<file path="config.mk">
export PLATFORM = sky130hd
export DESIGN_NAME = memory_port_sequencer_flat
export DESIGN_NICKNAME = d
export VERILOG_FILES = /design/src/rtl/memory_port_sequencer_pkg.sv /design/src/rtl/memory_port_sequencer_if.sv /design/src/rtl/memory_port_sequencer_slot_phase_gen.sv /design/src/rtl/memory_port_sequencer.sv /design/src/flat_wrapper.sv
export SDC_FILE = /design/constraint.sdc
export NUM_CORES = 1
export LEC_CHECK = 0
export CORE_MARGIN = 4
export CORE_UTILIZATION = 39
export CTS_CLUSTER_SIZE = 12
export DETAILED_ROUTE_END_ITERATION = 16
export GPL_ROUTABILITY_DRIVEN = 1
export PLACE_DENSITY = 0.76
export SETUP_SLACK_MARGIN = 0.15
export SYNTH_ARGS = -nofsm -noshare
export SYNTH_HDL_FRONTEND = slang
export SYNTH_SLANG_ARGS = --single-unit
</file>
<file path="constraint.sdc">
create_clock -name clock -period 3 [get_ports clock]
set_input_delay 0.3 -clock clock [delete_from_list [all_inputs] [get_ports clock]]
set_output_delay 0.3 -clock clock [all_outputs]
set_load 0.005 [all_outputs]
</file>
<file path="src/rtl/memory_port_sequencer_pkg.sv">
// memory_port_sequencer_pkg: shared widths, slot phase constants and channel FSM states
package memory_port_sequencer_pkg;
  localparam int DATA_WIDTH = 16;
  localparam int ADDRESS_WIDTH = 10;
  localparam logic SLOT_A = 1'b0;
  localparam logic SLOT_B = 1'b1;
  typedef enum logic [1:0] {ST_IDLE, ST_ARMED, ST_WAIT} state_t;
endpackage

</file>
<file path="src/rtl/memory_port_sequencer_if.sv">
// memory_port_sequencer_if: core valid/ready channels plus the slotted memory-block bus
interface memory_port_sequencer_if #(
  parameter int data_width = memory_port_sequencer_pkg::DATA_WIDTH,
  parameter int address_width = memory_port_sequencer_pkg::ADDRESS_WIDTH
);
  logic req_valid, req_ready, req_write, rsp_valid;
  logic fetch_valid, fetch_ready, fetch_rsp_valid;
  logic mem_write_clock, mem_write_enable;
  logic [address_width-1:0] req_address, fetch_address, mem_portA_address, mem_portB_address;
  logic [data_width-1:0] req_data, rsp_data, fetch_data, mem_data_in, mem_portA_out, mem_portB_out;
  modport slave (
    input req_valid, req_write, req_address, req_data, fetch_valid, fetch_address,
          mem_portA_out, mem_portB_out,
    output req_ready, rsp_valid, rsp_data, fetch_ready, fetch_rsp_valid, fetch_data,
           mem_write_clock, mem_write_enable, mem_portA_address, mem_portB_address, mem_data_in
  );
  modport master (
    output req_valid, req_write, req_address, req_data, fetch_valid, fetch_address,
           mem_portA_out, mem_portB_out,
    input req_ready, rsp_valid, rsp_data, fetch_ready, fetch_rsp_valid, fetch_data,
          mem_write_clock, mem_write_enable, mem_portA_address, mem_portB_address, mem_data_in
  );
endinterface

</file>
<file path="src/rtl/memory_port_sequencer_slot_phase_gen.sv">
// memory_port_sequencer_slot_phase_gen: negedge toggle flop producing the A/B slot phase
module memory_port_sequencer_slot_phase_gen
  import memory_port_sequencer_pkg::*;
(
  input  logic clock,
  input  logic reset,
  output logic phase
);
  always_ff @(negedge clock or posedge reset)
    if (reset) phase <= SLOT_A;
    else phase <= ~phase;
endmodule

</file>
<file path="src/rtl/memory_port_sequencer.sv">
// memory_port_sequencer: slots port B (load/store) and port A (fetch) onto a time-multiplexed memory block
module memory_port_sequencer
  import memory_port_sequencer_pkg::*;
(
  input logic clock,
  input logic reset,
  memory_port_sequencer_if.slave bus
);
  state_t b_state, b_next, a_state, a_next;
  logic slot, b_accept, a_accept, b_done, a_done;
  memory_port_sequencer_slot_phase_gen u_slot (.clock(clock), .reset(reset), .phase(slot));
  assign bus.mem_write_clock = slot;
  always_ff @(posedge clock or posedge reset)
    if (reset) begin
      b_state <= ST_IDLE;
      a_state <= ST_IDLE;
    end else begin
      b_state <= b_next;
      a_state <= a_next;
    end
  // ARMED is always entered one slot before its access edge, so it lasts exactly one cycle
  always_comb begin
    b_next = b_state == ST_ARMED ? (slot == SLOT_B ? ST_WAIT : ST_ARMED)
           : b_accept ? ST_ARMED
           : (b_state == ST_WAIT && slot == SLOT_A) ? ST_IDLE : b_state;
    a_next = a_state == ST_ARMED ? (slot == SLOT_A ? ST_WAIT : ST_ARMED)
           : a_accept ? ST_ARMED
           : (a_state == ST_WAIT && slot == SLOT_B) ? ST_IDLE : a_state;
  end
  always_comb begin
    bus.req_ready = slot == SLOT_A && b_state != ST_ARMED;
    bus.fetch_ready = slot == SLOT_B && a_state != ST_ARMED;
    b_accept = bus.req_valid && bus.req_ready;
    a_accept = bus.fetch_valid && bus.fetch_ready;
    b_done = b_state == ST_WAIT && slot == SLOT_A;
    a_done = a_state == ST_WAIT && slot == SLOT_B;
  end
  // write strobe spans only accept (A edge) to access (B edge)
  always_ff @(posedge clock or posedge reset)
    if (reset) begin
      bus.mem_write_enable <= 1'b0;
      bus.mem_portA_address <= '0;
      bus.mem_portB_address <= '0;
      bus.mem_data_in <= '0;
      bus.rsp_valid <= 1'b0;
      bus.rsp_data <= '0;
      bus.fetch_rsp_valid <= 1'b0;
      bus.fetch_data <= '0;
    end else begin
      bus.mem_write_enable <= b_accept && bus.req_write;
      if (b_accept) begin
        bus.mem_portB_address <= bus.req_address;
        bus.mem_data_in <= bus.req_data;
      end
      if (a_accept) bus.mem_portA_address <= bus.fetch_address;
      bus.rsp_valid <= b_done;
      if (b_done) bus.rsp_data <= bus.mem_portB_out;
      bus.fetch_rsp_valid <= a_done;
      if (a_done) bus.fetch_data <= bus.mem_portA_out;
    end
endmodule

</file>
<file path="src/flat_wrapper.sv">
// flat-port wrapper written by rule: the top's interface ports become plain ports
module memory_port_sequencer_flat import memory_port_sequencer_pkg::*;
  (clock, reset, bus_req_valid, bus_req_write, bus_req_address, bus_req_data, bus_fetch_valid, bus_fetch_address, bus_mem_portA_out, bus_mem_portB_out, bus_req_ready, bus_rsp_valid, bus_rsp_data, bus_fetch_ready, bus_fetch_rsp_valid, bus_fetch_data, bus_mem_write_clock, bus_mem_write_enable, bus_mem_portA_address, bus_mem_portB_address, bus_mem_data_in);
  memory_port_sequencer_if bus_i ();
  input logic clock;
  input logic reset;
  input wire logic [$bits(bus_i.req_valid)-1:0] bus_req_valid;
  input wire logic [$bits(bus_i.req_write)-1:0] bus_req_write;
  input wire logic [$bits(bus_i.req_address)-1:0] bus_req_address;
  input wire logic [$bits(bus_i.req_data)-1:0] bus_req_data;
  input wire logic [$bits(bus_i.fetch_valid)-1:0] bus_fetch_valid;
  input wire logic [$bits(bus_i.fetch_address)-1:0] bus_fetch_address;
  input wire logic [$bits(bus_i.mem_portA_out)-1:0] bus_mem_portA_out;
  input wire logic [$bits(bus_i.mem_portB_out)-1:0] bus_mem_portB_out;
  output wire logic [$bits(bus_i.req_ready)-1:0] bus_req_ready;
  output wire logic [$bits(bus_i.rsp_valid)-1:0] bus_rsp_valid;
  output wire logic [$bits(bus_i.rsp_data)-1:0] bus_rsp_data;
  output wire logic [$bits(bus_i.fetch_ready)-1:0] bus_fetch_ready;
  output wire logic [$bits(bus_i.fetch_rsp_valid)-1:0] bus_fetch_rsp_valid;
  output wire logic [$bits(bus_i.fetch_data)-1:0] bus_fetch_data;
  output wire logic [$bits(bus_i.mem_write_clock)-1:0] bus_mem_write_clock;
  output wire logic [$bits(bus_i.mem_write_enable)-1:0] bus_mem_write_enable;
  output wire logic [$bits(bus_i.mem_portA_address)-1:0] bus_mem_portA_address;
  output wire logic [$bits(bus_i.mem_portB_address)-1:0] bus_mem_portB_address;
  output wire logic [$bits(bus_i.mem_data_in)-1:0] bus_mem_data_in;
  assign bus_i.req_valid = bus_req_valid;
  assign bus_i.req_write = bus_req_write;
  assign bus_i.req_address = bus_req_address;
  assign bus_i.req_data = bus_req_data;
  assign bus_i.fetch_valid = bus_fetch_valid;
  assign bus_i.fetch_address = bus_fetch_address;
  assign bus_i.mem_portA_out = bus_mem_portA_out;
  assign bus_i.mem_portB_out = bus_mem_portB_out;
  assign bus_req_ready = bus_i.req_ready;
  assign bus_rsp_valid = bus_i.rsp_valid;
  assign bus_rsp_data = bus_i.rsp_data;
  assign bus_fetch_ready = bus_i.fetch_ready;
  assign bus_fetch_rsp_valid = bus_i.fetch_rsp_valid;
  assign bus_fetch_data = bus_i.fetch_data;
  assign bus_mem_write_clock = bus_i.mem_write_clock;
  assign bus_mem_write_enable = bus_i.mem_write_enable;
  assign bus_mem_portA_address = bus_i.mem_portA_address;
  assign bus_mem_portB_address = bus_i.mem_portB_address;
  assign bus_mem_data_in = bus_i.mem_data_in;
  memory_port_sequencer u_core (.clock(clock), .reset(reset), .bus(bus_i));
endmodule
</file>
### Word level (Yosys, flattened, before mapping)

Index checks and enable logic that the tools add are counted.

* bits in latches: 0
* bits in writable memories: 0
* memories: 0
* ROM bits: 0
* bits in registers: 76
* bits of input ports: 73

* divide/modulo/power cells: 0
* add/subtract/negate cells: 0
* reductions and logical operators: 9
* multipliers: 0
* $lt $le $gt $ge: 0
* bitwise operators: 1
* shift operators: 0
* eq/ne operators: 6
* multiplexer cells: 8

Operator list (count)
* 2-bit 2-to-1 mux: 8
* 1-bit logical AND: 7
* 3-bit nonzero test: 2
* 2-bit by 1-bit == test with 1-bit output, second input constant: 2
* 2-bit == test, second input constant: 2
* 2-bit by 1-bit != test with 1-bit output, second input constant: 2
* 1-bit inverter: 1

### Longest topological paths before layout

Gate-level depths: netlist of the first run.

* depth after elaboration: 5
* gate-level depth with buffers: 6
* mapped depth without buffers: 3

### By module

A second synthesis of the first run with hierarchy kept.

* cells, all modules: 173
* area total of the unflattened synthesis: 2867.8 µm²

Modules (own cells, without submodules)
* memory_port_sequencer: cells each 170, area an instance 2835.2 µm², times used 1, sequential area each 1876.8 µm²
* memory_port_sequencer_slot_phase_gen: cells each 3, area an instance 32.5 µm², times used 1, sequential area each 25.0 µm²

==> results.md, run 1 <==
Run status:
- The flow ran to the end, but the final reports show violations.
- The final reports fail on setup timing.

Floorplan:
- The overall die area is 0.00888 mm^2.
- The die is 94.2 um wide.
- The core footprint is 0.00725 mm^2.
- The vertical die dimension is 94.2 um.
- The initialized floorplan defines 31 standard-cell rows.
- The effective utilization at floorplan is 0.400.
- The I/O pin count is 147.

Timing:
- The remaining max-slew budget at the tightest pin is 0.375.
- Setup repair after global routing could not meet its margin everywhere.
- The slew at the pin closest to its max-slew limit is 937 ps.
- The final worst hold slack is a little over 500 ps.
- The number of endpoints with negative hold slack in the final report is 0.
- On the final layout, the worst clock skew is between 15 and 20 ps.
- Once routing completed, OpenROAD measured the worst setup slack at -52.7 ps.
- The final max-slew violation count was 0.
- The number of failing setup endpoints in the final timing report is 49.

Clocking:
- The longest clock path from root to sink contains 2 buffers.
- The clock buffer count from CTS is 9.
- The root buffer selected by CTS is clkbuf_8.
- The CTS tree is yes.
- The worst-skew pair later-pin latency is 340 ps.
- For this design, the CTS-stage hold fixing added 0 buffers.
- In this run the number of H-tree levels came out at 3.
- The clock net in this run drives a total of 76 sinks.
- The clock-pin slew of the registers on the worst-case setup and hold paths is 70 ps.

Setup path:
- Measured in cells, the most critical reg-to-reg path has a length of 7.
- In this run the register-to-register setup slack is -50 ps.
- The start-to-end type of the worst setup path is reg2reg.
- The type of origin of the critical path is a register.
- The reg-to-reg critical path startpoint is u_core.u_slot.phase.
- At the worst endpoint, the required time is 3230 ps.
- The maximum fanout encountered on the critical timing path is 6.
- The worst setup path is captured at a register.
- The capture instance of the worst register-to-register path is u_core.bus.mem_data_in[12].
- STA puts the critical path data arrival time at 3280 ps.
- The launching element of the worst setup path is u_core.u_slot.phase.

Pwr:
- The net switching share of the total power is 0.208.
- Of the total power, the clock network draws 0.365.
- The share of total power dissipated in combinational logic is 0.189.
- The sequential group share of total power is 0.446.
- Dividing total power by cell area gives a power density of 496 mW/mm^2.
- The analysis attributes to net switching a power of about 0.55 mW.
- The internal portion of total power is 2.08 mW.
- The analysis attributes to cell leakage a power of 2.35 nW.
- The worst vdd rail ir drop is 288 uV.

Min path:
- For hold timing, the worst endpoint is u_core.bus.mem_portB_address[5].
- The type of the tightest min-delay check is reg2reg.
- The startpoint identified for the worst hold timing path is u_core.bus.mem_portB_address[5].
- Along the worst hold path, the cell count comes to 1.

Synth:
- The cell count after synthesis came out at around 170.
- The post-synthesis register bit count is 76.
- In this run, distinct cell masters in the synthesized netlist total 23.
- For this run, the register share of the synthesized area comes to 0.656.
- The net count after synthesis is roughly 250.
- Yosys printed 0 warnings.
- The mean area per synthesized cell is 16.8 um^2.
- The biggest area contributor in the post-synthesis netlist is dfrtp_1.
- Of the post-synthesis cell area, the dominant cell type holds 0.647.
- The mapped netlist covers around 0.0029 mm^2.
- In the post-synthesis netlist, the biggest area contributors are dfrtp_1 (65%), mux2_2 (23%), mux2_4 (4.7%).

GRT:
- The first-pass GRT wire length is 12500 um.
- For this run the aggregate overflow at the end of global routing stands at 0.
- The number of global-route vias before repair came to approximately 2400.
- The global-route usage over all layers is 0.187.
- The number of antenna violations at the first check in global routing came to 0.
- Entering global routing, the biggest net connects 76 pins.

Routing:
- Dividing the detail-routed wire length by the instance count gives between 15 and 20 um.
- For this run, design rule violations remaining after detail routing come to 0.
- The violation count after the first detailed-routing iteration is 49.
- The total wirelength of the detailed-routed design is 8210 um.
- For this run, the detailed router's first-pass iteration total came to 4.
- Once detail routing completed, the nets flagged for antenna violations numbered 0.
- Across all layers, the routed design uses 2134 vias.
- In the routed layout, each cell is associated on average with a via count of 4.69.

Finish:
- The fraction of final layout cells sized beyond drive strength 1 is 0.348.
- For this run, the post-layout net count is between 400 and 500.
- The layout overhead on the synthesized area is 82.8%.
- The number of antenna diodes in the final layout is 0.

Placement:
- At the end of routability-driven placement, the weighted congestion stood at 0.727.
- The worst setup slack before clock tree synthesis is -64.0 ps.
- The detailed-placement wirelength estimate is 4960 um.
- The number of buffer cells added on primary ports is 146.

Run:
- Max-cap violations in this run came to 0.
power by group through the flow:
stage	sequential [mW]	combinational (mW)	clock [mW]
after floorplan	1.19	0.132	0
after global placement	1.18	0.442	0
after detailed placement	1.19	0.450	0
after CTS	1.17	0.498	0.983
after global routing	1.19	0.531	1.02
final	1.17	0.498	0.960
placed cells by master (no fill, tap or decap), types with 3 or more instances in the layout:
cell type / synthesis / layout
buf_4: 1 / 8
buf_16: 0 / 3
clkdlybuf4s50_1: 0 / 143
or3_4: 1 / 3
dfrtp_1: 75 / 75
inv_1: 4 / 3
o21ai_0: 4 / 4
buf_6: 2 / 11
bufinv_16: 0 / 3
clkbuf_8: 0 / 11
mux2_4: 9 / 68
timing repair:
action                                  4_1_cts  5_1_grt
pin swaps                                     5        4
endpoints found under the setup margin       71       72
gates cloned                                  5        2
resized for setup                            69       15
buffers inserted                             10        2
endpoints found under the hold margin         0        0
metrics by stage:
stage | cell area (um^2) | power [mW] | utilization | TNS (ps) | std cells
after detailed placement | 4560 | 1.64 | 0.629 | -764 | 420
after CTS | 5210 | 2.65 | 0.719 | -1900 | 451
final | 5300 | 2.63 | 0.731 | -1290 | 455
after floorplan | 2960 | 1.32 | - | -1590 | 173
after global routing | 5300 | 2.74 | 0.731 | -3050 | 455
after global placement | 4560 | 1.62 | 0.629 | -75.2 | 420
synth_stat cells (all sizes together):
cell / n
dfrtp: 75
mux2: 68
buf: 6
inv: 5
o21ai: 4
nand2: 3
a21oi: 2
a22o: 2
nor2: 2
and2: 1
dfrtn: 1
nand2b: 1
nor2b: 1
nor3: 1
or3: 1
how the worst max path moves through the flow:
stage	end	slack, ps	cells after the start
floorplan	u_core.bus.fetch_data[0]	-90	6
global placement	bus_fetch_ready	-30	3
detailed placement	u_core.bus.fetch_data[15]	-60	3
CTS	u_core.bus.mem_data_in[0]	-90	7
global route	u_core.bus.mem_data_in[8]	-90	7
finish	u_core.bus.mem_data_in[12]	-50	7
state kept, by name (all words and copies together), names as in the netlist:
name	flops
u_core.bus.rsp_data	16
u_core.bus.rsp_valid	1
u_core.bus.fetch_rsp_valid	1
u_core.bus.mem_data_in	16
u_core.a_state	2
u_core.b_state	2
u_core.bus.mem_write_enable	1
u_core.bus.mem_portA_address	10
u_core.bus.mem_portB_address	10
u_core.bus.fetch_data	16
u_core.u_slot.phase	1
worst max-delay path, cell delays in order (launching register included):
cell	delay (ps)
dfrtn_1	350
buf_6	130
buf_6	120
nand2b_4	150
nor2_4	110
buf_6	140
clkbuf_16	150
mux2_4	290
logic make-up (layout without fill, tap and decap cells):
family,after synthesis,after routing,synth area share
flops,76,76,0.656
mux,68,68,0.276
buf+inv,11,192,0.0280
simple gates,10,12,0.0229
compound gates,8,8,0.0177
metal layers:
| metal | track usage | vias up | part of all wire | wire length (um) |
|---|---|---|---|---|
| met5 | 0 | - | 0 | 0 |
| met4 | 0.0758 | 0 | 0.019 | 155 |
| met3 | 0.0657 | 16 | 0.10 | 820 |
| met2 | 0.303 | 95 | 0.48 | 3940 |
| met1 | 0.228 | 1063 | 0.40 | 3290 |
| li1 | - | 960 | - | - |
final cells by class:
type,instances,area [um^2]
multi-input cells,88,1200
repair buffers,171,1800
fillers,482,1950
clock inverters,4,95.1
flip-flops and latches,76,1900
clock buffers,12,155
inverters,5,25.0
well taps,99,124
No activity file was read; power rests on OpenSTA's default activity.
==> run 2, diff against run 1 <==
--- a/config.mk
+++ b/config.mk
@@ -7,6 +7,7 @@
 export LEC_CHECK = 0
 export CORE_MARGIN = 4
 export CORE_UTILIZATION = 39
+export CTS_CLUSTER_DIAMETER = 30
 export CTS_CLUSTER_SIZE = 12
 export DETAILED_ROUTE_END_ITERATION = 16
 export GPL_ROUTABILITY_DRIVEN = 1
==> results of run 2 <==
The final DEF is identical to that of run 1; final timing and power are the same.
==> patch: new RTL, flow settings as in run 2 <==
The package constant `ADDRESS_WIDTH` goes from 10 to 9.
--- a/src/rtl/memory_port_sequencer_pkg.sv
+++ b/src/rtl/memory_port_sequencer_pkg.sv
@@ -1,7 +1,7 @@
 // memory_port_sequencer_pkg: shared widths, slot phase constants and channel FSM states
 package memory_port_sequencer_pkg;
   localparam int DATA_WIDTH = 16;
-  localparam int ADDRESS_WIDTH = 10;
+  localparam int ADDRESS_WIDTH = 9;
   localparam logic SLOT_A = 1'b0;
   localparam logic SLOT_B = 1'b1;
   typedef enum logic [1:0] {ST_IDLE, ST_ARMED, ST_WAIT} state_t;
Interface: changed (resized bus_fetch_address, bus_mem_portA_address, bus_mem_portB_address and bus_req_address); port bits go from 147 to 143. No check against the original RTL was run, so the function may have changed too.
==> patch against run 2 <==
The flow still finishes with violations (setup timing). Synthesized area fell by 2.5%. Routed wire length fell by 5.5%. Synthesized cell count fell by 2.3%. Sequential cell count fell by 2. Setup slack got worse by 15 ps. Total power fell by 4.3%. Cell area fell by 4.6%. Via count fell by 3.8%. Non-clock buffer count fell by 8.
==> patch: results <==
metrics = {
    "global_routing": {
        "track_usage": 0.181,
        "first_global_vias": 2321,
    },
    "synth": {
        "seq_area_frac_synth": 0.655,
        "synth_fp_nets": 240,
        "synthMuxAreaShare": 0.275,
        "syn_area_per_cell_um2": 16.7,
        "synth_compound_area_frac": 0.0181,
        "synthTopCellsByArea": "dfrtp_1 65%, mux2_2 23%, mux2_4 4.8%, dfrtn_1 0.88%, buf_4 0.80%",
        "yosys-top-cells-count": "73 x dfrtp_1, 57 x mux2_2, 9 x mux2_4, 4 x inv_1, 4 x o21ai_0",
    },
    "placed_design": {
        "port_buffers": 142,
        "place_area_mm2": 0.00444,
        "dp_hpwl_um": 5030,
        "dp_slack_ps": -43.0,
        "gp_congestion": 0.701,
    },
    "run_status": {
        "outcome": "complete, but fails checks",
        "violations": "setup timing",
    },
    "final_layout": {
        "nets": 410,
        "drive_gt1_frac": 0.340,
    },
    "timing": {
        "hold_slack_ps": 508,
        "finalClockSkew_ps": 16.5,
        "setup_slack_ps": -68.2,
        "worst_pin_slew_ps": 922,
        "setup_violations": 35,
    },
    "drt": {
        "drtIter0Drc": 33,
        "viasPerCell": 4.67,
        "dr_total_vias": 2053,
        "wl_um": 7750,
    },
    "pwr": {
        "p_leak_uw": 0.00224,
        "p_switching_uw": 541,
        "vdd_drop_max_uv": 281,
    },
    "min_path": {
        "holdPathEnd": "u_core.bus.fetch_data[12]",
    },
    "setup_path": {
        "path_max_fanout": 7,
    },
}
==> patch: metal layers <==
metal,up-vias,global-route usage,routed length (um)
li1,933,-,-
met1,1032,0.213,3050
met2,82,0.320,4040
met3,6,0.0507,596
met4,0,0.0586,61
met5,-,0,0
==> patch: critical path, cell delays in order (launching register included) <==
cell	delay (ps)
dfrtn_1	350
buf_6	120
buf_6	100
nand2b_4	140
nor2_4	90
buf_6	130
buf_12	100
buf_16	120
mux2_4	300
==> patch: layout make-up <==
cell class	instances	area [um2]
Timing Repair Buffer	163	1670
Tap cell	96	120
Fill cell	487	1850
Sequential cell	74	1850
Multi-Input combinational cell	86	1150
Inverter	5	25.0
Clock buffer	12	165
Clock inverter	4	72.6
==> patch: power by group through the flow <==
stage | Combinational (uW) | Sequential (uW) | Clock (uW)
after floorplan | 128 | 1160 | 0
after global placement | 430 | 1150 | 0
after detailed placement | 440 | 1160 | 0
after CTS | 474 | 1140 | 913
after global routing | 507 | 1160 | 961
final | 477 | 1140 | 899
==> patch: cell families (layout without fill, tap and decap cells) <==
kind of cell,count (synthesis),in the layout
flops,74,74
buf+inv,11,184
compound gates,8,8
simple gates,10,12
mux,66,66
==> patch: worst max-delay path by stage <==
stage / to / slack (ps) / cells past startpoint / startpoint
after floorplan: u_core.bus.fetch_data[0] / -90 / 6 / u_core.u_slot.phase
after global placement: bus_req_ready / -20 / 3 / u_core.u_slot.phase
after detailed placement: bus_req_ready / -40 / 3 / u_core.u_slot.phase
after CTS: u_core.bus.mem_data_in[5] / -60 / 8 / u_core.u_slot.phase
after global routing: bus_fetch_ready / -130 / 5 / u_core.u_slot.phase
final: u_core.bus.mem_data_in[12] / -70 / 8 / u_core.u_slot.phase
